==> src/rtl/x_multdiv_unit.sv <==
`default_nettype none
//==============================================================================
// Module   : x_multdiv_unit
// Brief    : Iterative signed multiply/divide unit for the execute stage.
//            Shift-add multiply and restoring divide on operand magnitudes,
//            one bit per clock.  The DX latch and upstream stages are held
//            through out_stall while an op is in flight.  Completion is a
//            one-cycle out_ready pulse toward the XM latch.
// Config   : MULTDIV_EARLY_EXIT_EN - when defined, a multiply stops as soon
//            as the remaining multiplier magnitude has been consumed.
// Revision : 1.0 - initial release
//==============================================================================
module x_multdiv_unit #(
   parameter int DATA_WIDTH = 32,
   parameter int CNT_WIDTH  = 6
) (
   input  logic                  clock,
   input  logic                  reset,
   input  logic [DATA_WIDTH-1:0] in_operandA,
   input  logic [DATA_WIDTH-1:0] in_operandB,
   input  logic                  in_ctrl_MULT,
   input  logic                  in_ctrl_DIV,
   output logic [DATA_WIDTH-1:0] out_result,
   output logic                  out_exception,
   output logic                  out_ready,
   output logic                  out_stall
);

   localparam logic [CNT_WIDTH-1:0]    c_last      = CNT_WIDTH'(DATA_WIDTH - 1);
   // Largest product magnitude that still fits as a negative signed result.
   localparam logic [2*DATA_WIDTH-1:0] c_neg_limit =
      {{DATA_WIDTH{1'b0}}, 1'b1, {(DATA_WIDTH-1){1'b0}}};

   typedef enum logic [1:0] {
      S_IDLE = 2'd0,
      S_MULT = 2'd1,
      S_DIV  = 2'd2,
      S_DONE = 2'd3
   } state_t;

   state_t                  r_state;
   state_t                  w_state_next;
   logic [CNT_WIDTH-1:0]    r_cnt;
   logic [2*DATA_WIDTH-1:0] r_opa;      // multiplicand (shifts left) / dividend-quotient in low half
   logic [DATA_WIDTH-1:0]   r_opb;      // multiplier (shifts right) / divisor
   logic [2*DATA_WIDTH-1:0] r_acc;      // product accumulator / partial remainder
   logic                    r_neg;      // result sign
   logic                    r_div_zero;

   logic                    w_accept;
   logic                    w_start_mult;
   logic                    w_start_div;
   logic [DATA_WIDTH-1:0]   w_mag_a;
   logic [DATA_WIDTH-1:0]   w_mag_b;
   logic [2*DATA_WIDTH-1:0] w_mul_sum;
   logic [DATA_WIDTH-1:0]   w_mul_lo;
   logic [DATA_WIDTH-1:0]   w_mul_res;
   logic                    w_mul_ovf;
   logic                    w_mul_last;
   logic [DATA_WIDTH:0]     w_rem_sh;
   logic [DATA_WIDTH:0]     w_diff;
   logic                    w_fits;
   logic [DATA_WIDTH-1:0]   w_quo_next;
   logic [DATA_WIDTH-1:0]   w_quo_res;
   logic                    w_div_ovf;
   logic                    w_div_last;

   // Start acceptance; MULT has priority when both pulses arrive together.
   assign w_accept     = (r_state == S_IDLE) || (r_state == S_DONE);
   assign w_start_mult = w_accept & in_ctrl_MULT;
   assign w_start_div  = w_accept & in_ctrl_DIV & ~in_ctrl_MULT;

   assign w_mag_a = in_operandA[DATA_WIDTH-1] ? -in_operandA : in_operandA;
   assign w_mag_b = in_operandB[DATA_WIDTH-1] ? -in_operandB : in_operandB;

   // Multiply step: add the shifted multiplicand when the current multiplier bit is set.
   assign w_mul_sum = r_acc + (r_opb[0] ? r_opa : {(2*DATA_WIDTH){1'b0}});
   assign w_mul_lo  = w_mul_sum[DATA_WIDTH-1:0];
   assign w_mul_res = r_neg ? -w_mul_lo : w_mul_lo;
   assign w_mul_ovf = r_neg ? (w_mul_sum > c_neg_limit)
                            : (|w_mul_sum[2*DATA_WIDTH-1:DATA_WIDTH-1]);

`ifdef MULTDIV_EARLY_EXIT_EN
   // Finish once no set multiplier bits remain beyond the one just consumed.
   assign w_mul_last = (r_opb[DATA_WIDTH-1:1] == '0);
`else
   assign w_mul_last = (r_cnt == c_last);
`endif

   // Restoring divide step: shift in the next dividend bit, subtract if it fits.
   assign w_rem_sh   = {r_acc[DATA_WIDTH-1:0], r_opa[DATA_WIDTH-1]};
   assign w_diff     = w_rem_sh - {1'b0, r_opb};
   assign w_fits     = ~w_diff[DATA_WIDTH];
   assign w_quo_next = {r_opa[DATA_WIDTH-2:0], w_fits};
   assign w_quo_res  = r_neg ? -w_quo_next : w_quo_next;
   assign w_div_ovf  = ~r_neg & w_quo_next[DATA_WIDTH-1];   // only MIN / -1 lands here
   assign w_div_last = (r_cnt == c_last);

   assign out_ready = (r_state == S_DONE);
   assign out_stall = (r_state == S_MULT) || (r_state == S_DIV) || w_start_mult || w_start_div;

   // State register.
   always_ff @(posedge clock) begin
      if (reset) r_state <= S_IDLE;
      else       r_state <= w_state_next;
   end

   // Next-state logic.
   always_comb begin
      w_state_next = r_state;
      case (r_state)
         S_IDLE, S_DONE: begin
            if (w_start_mult)     w_state_next = S_MULT;
            else if (w_start_div) w_state_next = S_DIV;
            else                  w_state_next = S_IDLE;
         end
         S_MULT:  if (w_mul_last) w_state_next = S_DONE;
         S_DIV:   if (r_div_zero || w_div_last) w_state_next = S_DONE;
         default: w_state_next = S_IDLE;
      endcase
   end

   // Operand latch, iteration datapath and held result registers.
   always_ff @(posedge clock) begin
      if (reset) begin
         r_cnt         <= '0;
         out_result    <= '0;
         out_exception <= 1'b0;
      end else begin
         case (r_state)
            S_IDLE, S_DONE: begin
               if (w_start_mult || w_start_div) begin
                  r_opa      <= {{DATA_WIDTH{1'b0}}, w_mag_a};
                  r_opb      <= w_mag_b;
                  r_acc      <= '0;
                  r_neg      <= in_operandA[DATA_WIDTH-1] ^ in_operandB[DATA_WIDTH-1];
                  r_div_zero <= (in_operandB == '0);
                  r_cnt      <= '0;
               end
            end
            S_MULT: begin
               r_acc <= w_mul_sum;
               r_opa <= r_opa << 1;
               r_opb <= r_opb >> 1;
               r_cnt <= r_cnt + CNT_WIDTH'(1);
               if (w_mul_last) begin
                  out_result    <= w_mul_res;
                  out_exception <= w_mul_ovf;
               end
            end
            S_DIV: begin
               if (r_div_zero) begin
                  out_result    <= '0;
                  out_exception <= 1'b1;
               end else begin
                  r_acc <= {{DATA_WIDTH{1'b0}},
                            w_fits ? w_diff[DATA_WIDTH-1:0] : w_rem_sh[DATA_WIDTH-1:0]};
                  r_opa <= {r_opa[2*DATA_WIDTH-1:DATA_WIDTH], w_quo_next};
                  r_cnt <= r_cnt + CNT_WIDTH'(1);
                  if (w_div_last) begin
                     out_result    <= w_quo_res;
                     out_exception <= w_div_ovf;
                  end
               end
            end
            default: ;
         endcase
      end
   end

endmodule
`default_nettype wire
==> config.mk <==
export PLATFORM = sky130hd
export DESIGN_NAME = x_multdiv_unit
export DESIGN_NICKNAME = d
export VERILOG_FILES = /design/src/rtl/x_multdiv_unit.sv
export SDC_FILE = /design/constraint.sdc
export NUM_CORES = 1
export LEC_CHECK = 0
export CAP_MARGIN = 20
export CORE_AREA = 5 5 178 180
export CTS_BUF_LIST = sky130_fd_sc_hd__clkbuf_2 sky130_fd_sc_hd__clkbuf_4 sky130_fd_sc_hd__clkbuf_8
export CTS_CLUSTER_DIAMETER = 150
export DETAILED_ROUTE_END_ITERATION = 16
export DIE_AREA = 0 0 183 185
export GPL_ROUTABILITY_DRIVEN = 0
export PLACE_DENSITY = 0.86
export SLEW_MARGIN = 20
export SYNTH_ARGS = -nofsm -noshare
export SYNTH_HDL_FRONTEND = slang
export SYNTH_SLANG_ARGS = --single-unit
==> constraint.sdc <==
create_clock -name clock -period 8.8 [get_ports clock]
set_clock_uncertainty 0.1 [all_clocks]
set_input_delay 1.32 -clock clock [delete_from_list [all_inputs] [get_ports clock]]
set_output_delay 1.32 -clock clock [all_outputs]
set_load 0.01 [all_outputs]
==> impl_metrics.json <==
{
  "grt.total_usage": 0.308,
  "top_usage_layer": "met2",
  "tightest_slew_ns": 1.08,
  "status": "finished, final reports clean",
  "postCtsSetupBuffers": 0,
  "ant_nets": 0,
  "wire_per_inst_um": 20.2,
  "yosys.area.top_type": "edfxtp_1",
  "antenna_cells": 0,
  "ys_ff_latch": 203,
  "r2r-start": "r_opb[0]",
  "io_buffers": 102,
  "drv_cap": 0,
  "r2r_cells": 22,
  "grt_antenna_before_repair": 0,
  "synth_top_area_share": 0.266,
  "globalRouteMet2Util": 0.529,
  "synth_area_sq_um": 18300,
  "yosysMostFrequentCell": "nand2_1",
  "hold_viol": 0,
  "avgSynthCellArea_sq_um": 8.40,
  "reg2reg_to": "out_result[30]",
  "yosys_warnings": 0,
  "ir_worst_vdd_mv": 0.373,
  "die_height_um": 185,
  "syn_nets": 2350,
  "async_flop_share": 0,
  "period_share": 0.690,
  "cp.arrival_ns": 6.44,
  "first_pass_iters": 6,
  "ys_types": 99,
  "use_met3": 0.0526,
  "grt_pass1_vias": 17578,
  "synth_area_leaders": "edfxtp_1 (27%), ha_1 (7.1%), dfxtp_1 (4.5%)",
  "dp_slack_ns": 2.89,
  "drc": 0,
  "cts_tree": "done",
  "core_sq_um": 30000,
  "power.density_nw_per_um2": 386,
  "hold_buffers": 0,
  "fmax_mhz": 165,
  "ctsLongestPathBuffers": 3,
  "finalNetCount": 2403,
  "routed-via-count": 17881,
  "crit_type": "reg2reg",
  "fp.dieW_um": 183,
  "worstSetupEndpointType": "flop",
  "finalSetupViolations": 0,
  "grt.overflow.total": 0,
  "post_cts_resized": 0,
  "slew_headroom": 0.278,
  "grt_first_pass_wirelength_um": 86500,
  "path_buf_inv": 2,
  "slew_violations": 0,
  "start_util": 0.608,
  "drt_iter0_drc": 2050,
  "drt-total-wl_um": 53500,
  "path_delay_family": "compound AO/OA/AOI/OAI gates",
  "use_met1": 0.359,
  "fin_tns_setup_ns": 0,
  "period_minus_slack_ns": 6.07,
  "synth_commonest_cells": "nand2_1 (190), nor2_1 (176), edfxtp_1 (162), o21ai_0 (159), a21oi_1 (139)",
  "seq_area_frac_synth": 0.311,
  "viasPerCell": 6.73,
  "cts-root-buf": "clkbuf_8",
  "slowest_stage": "o31ai_1",
  "dp_hpwl_um": 39700,
  "cts_buffers": 40,
  "layout-drive-gt1-share": 0.0629,
  "min_from": "r_cnt[1]",
  "worst-path-max-fanout": 65,
  "syn_inst": 2176,
  "hold_path_depth": 2,
  "synth-edff-count": 162,
  "grt_max_degree": 69,
  "slowest_delay_ns": 0.51,
  "cp_cell_sequence": "buf_4 -> ha_1 -> fa_1 -> nor2b_1 -> o31a_1 -> o2111ai_1 -> a21oi_1 -> o31ai_1 -> a2111oi_0 -> a311oi_4 -> buf_4 -> ha_1 -> nand3b_1 -> or3b_2 -> nand2b_1 -> nand2b_1 -> o21a_1 -> a21oi_1 -> nand2_1 -> xnor2_1 -> o221a_1 -> nor3_2",
  "syn_to_final_growth_pct": 11.3,
  "leakage_nw": 7.80,
  "hold_path_end": "r_cnt[1]",
  "rsz0062_at_grt": "no",
  "worst_slack_ns": 2.73,
  "clk_pin_slew_ns": 0.06,
  "rows": 64,
  "ff2ff_setup_slack_ns": 2.73,
  "crit_required_ns": 9.16,
  "synthFlopType": "edfxtp_1",
  "ctsHtreeMaxLevel": 2,
  "num_io_pins": 103,
  "holdCritPathClass": "reg2reg",
  "clock-sinks": 203,
  "die_area_sq_um": 33900,
  "clock_latency_ns": 0.55,
  "cp-start-kind": "flop"
}
-- cells in the final DEF (no fill, tap or decap), drive strengths merged, types with 41 or more instances in the layout --
cell type	instances
a21o	44
nor2	176
a21oi	141
inv	76
nor3	73
xnor2	85
dfxtp	41
xor2	83
nand2	191
o21ai	172
clkdlybuf4s50	101
nand3	41
ha	104
edfxtp	162
and2	116
clkbuf	51
-- layout make-up --
class                   count  area (sq um)
well taps                 396           495
clock buffers              51           652
flip-flops and latches    203          5690
repair buffers            121          1170
multi-input cells        1786         11900
fillers                  2407          9700
clock inverters            21           145
inverters                  77           289
-- worst max-delay path by stage --
stage,startpoint,to,slack (ns),cells after the start
global route,r_opb[0],out_result[30],2.27,22
global placement,r_opb[0],out_result[30],3.07,22
finish,r_opb[0],out_result[30],2.73,22
detailed placement,r_opb[0],out_result[30],2.89,22
CTS,r_opb[0],out_result[30],2.80,22
floorplan,reset,r_opa[32],2.19,2
-- cell families (layout without fill, tap and decap cells) --
group,count (synthesis),after routing,share of synthesized area
fa+ha+maj,106,106,0.0734
compound gates,684,684,0.254
xor+xnor,168,168,0.0805
simple gates,804,804,0.228
flops,203,203,0.311
buf+inv,187,270,0.0397
mux,24,24,0.0133
-- through the flow --
step,power (mW),hold WS [ns],utilization,instance area [sq um],cells
5_1_grt,8.39,0.413,0.677,20300,2655
3_5_place_dp,6.70,0.369,0.650,19500,2583
2_1_floorplan,5.43,0.349,-,18300,2176
4_1_cts,7.71,0.377,0.677,20300,2655
3_3_place_gp,6.52,0.358,0.650,19500,2582
6_report,7.84,0.372,0.677,20300,2655
-- registers in the layout, indices dropped and copies added (netlist names) --
signal and cells:
r_acc 64, r_opa 64, out_result 32, r_opb 32, r_cnt 6, r_state 2, out_exception 1, r_div_zero 1
r_neg 1
-- report_power, final --
part	switching, mW	internal (mW)
combinational	3.17	1.91
sequential	0.290	1.50
clock	0.428	0.544
-- worst reg2reg max path, delay by kind of cell (launching register included) --
kind | cells | cell delay [ns]
adder cells (fa/ha/maj) | 3 | 0.78
buffers and inverters | 2 | 0.77
AND/OR/NAND/NOR | 7 | 1.42
XOR/XNOR | 1 | 0.13
AO/OA/AOI/OAI | 9 | 2.47
flip-flops | 1 | 0.32
-- per-layer routing --
layer | routed length [um] | share of wire | vias to the layer above
met5 | 0 | 0 | -
met4 | 3790 | 0.071 | 0
met3 | 3860 | 0.072 | 298
met2 | 25900 | 0.48 | 955
met1 | 20000 | 0.37 | 8343
li1 | - | - | 8285
Note: power is estimated with default switching activity, not from simulation.
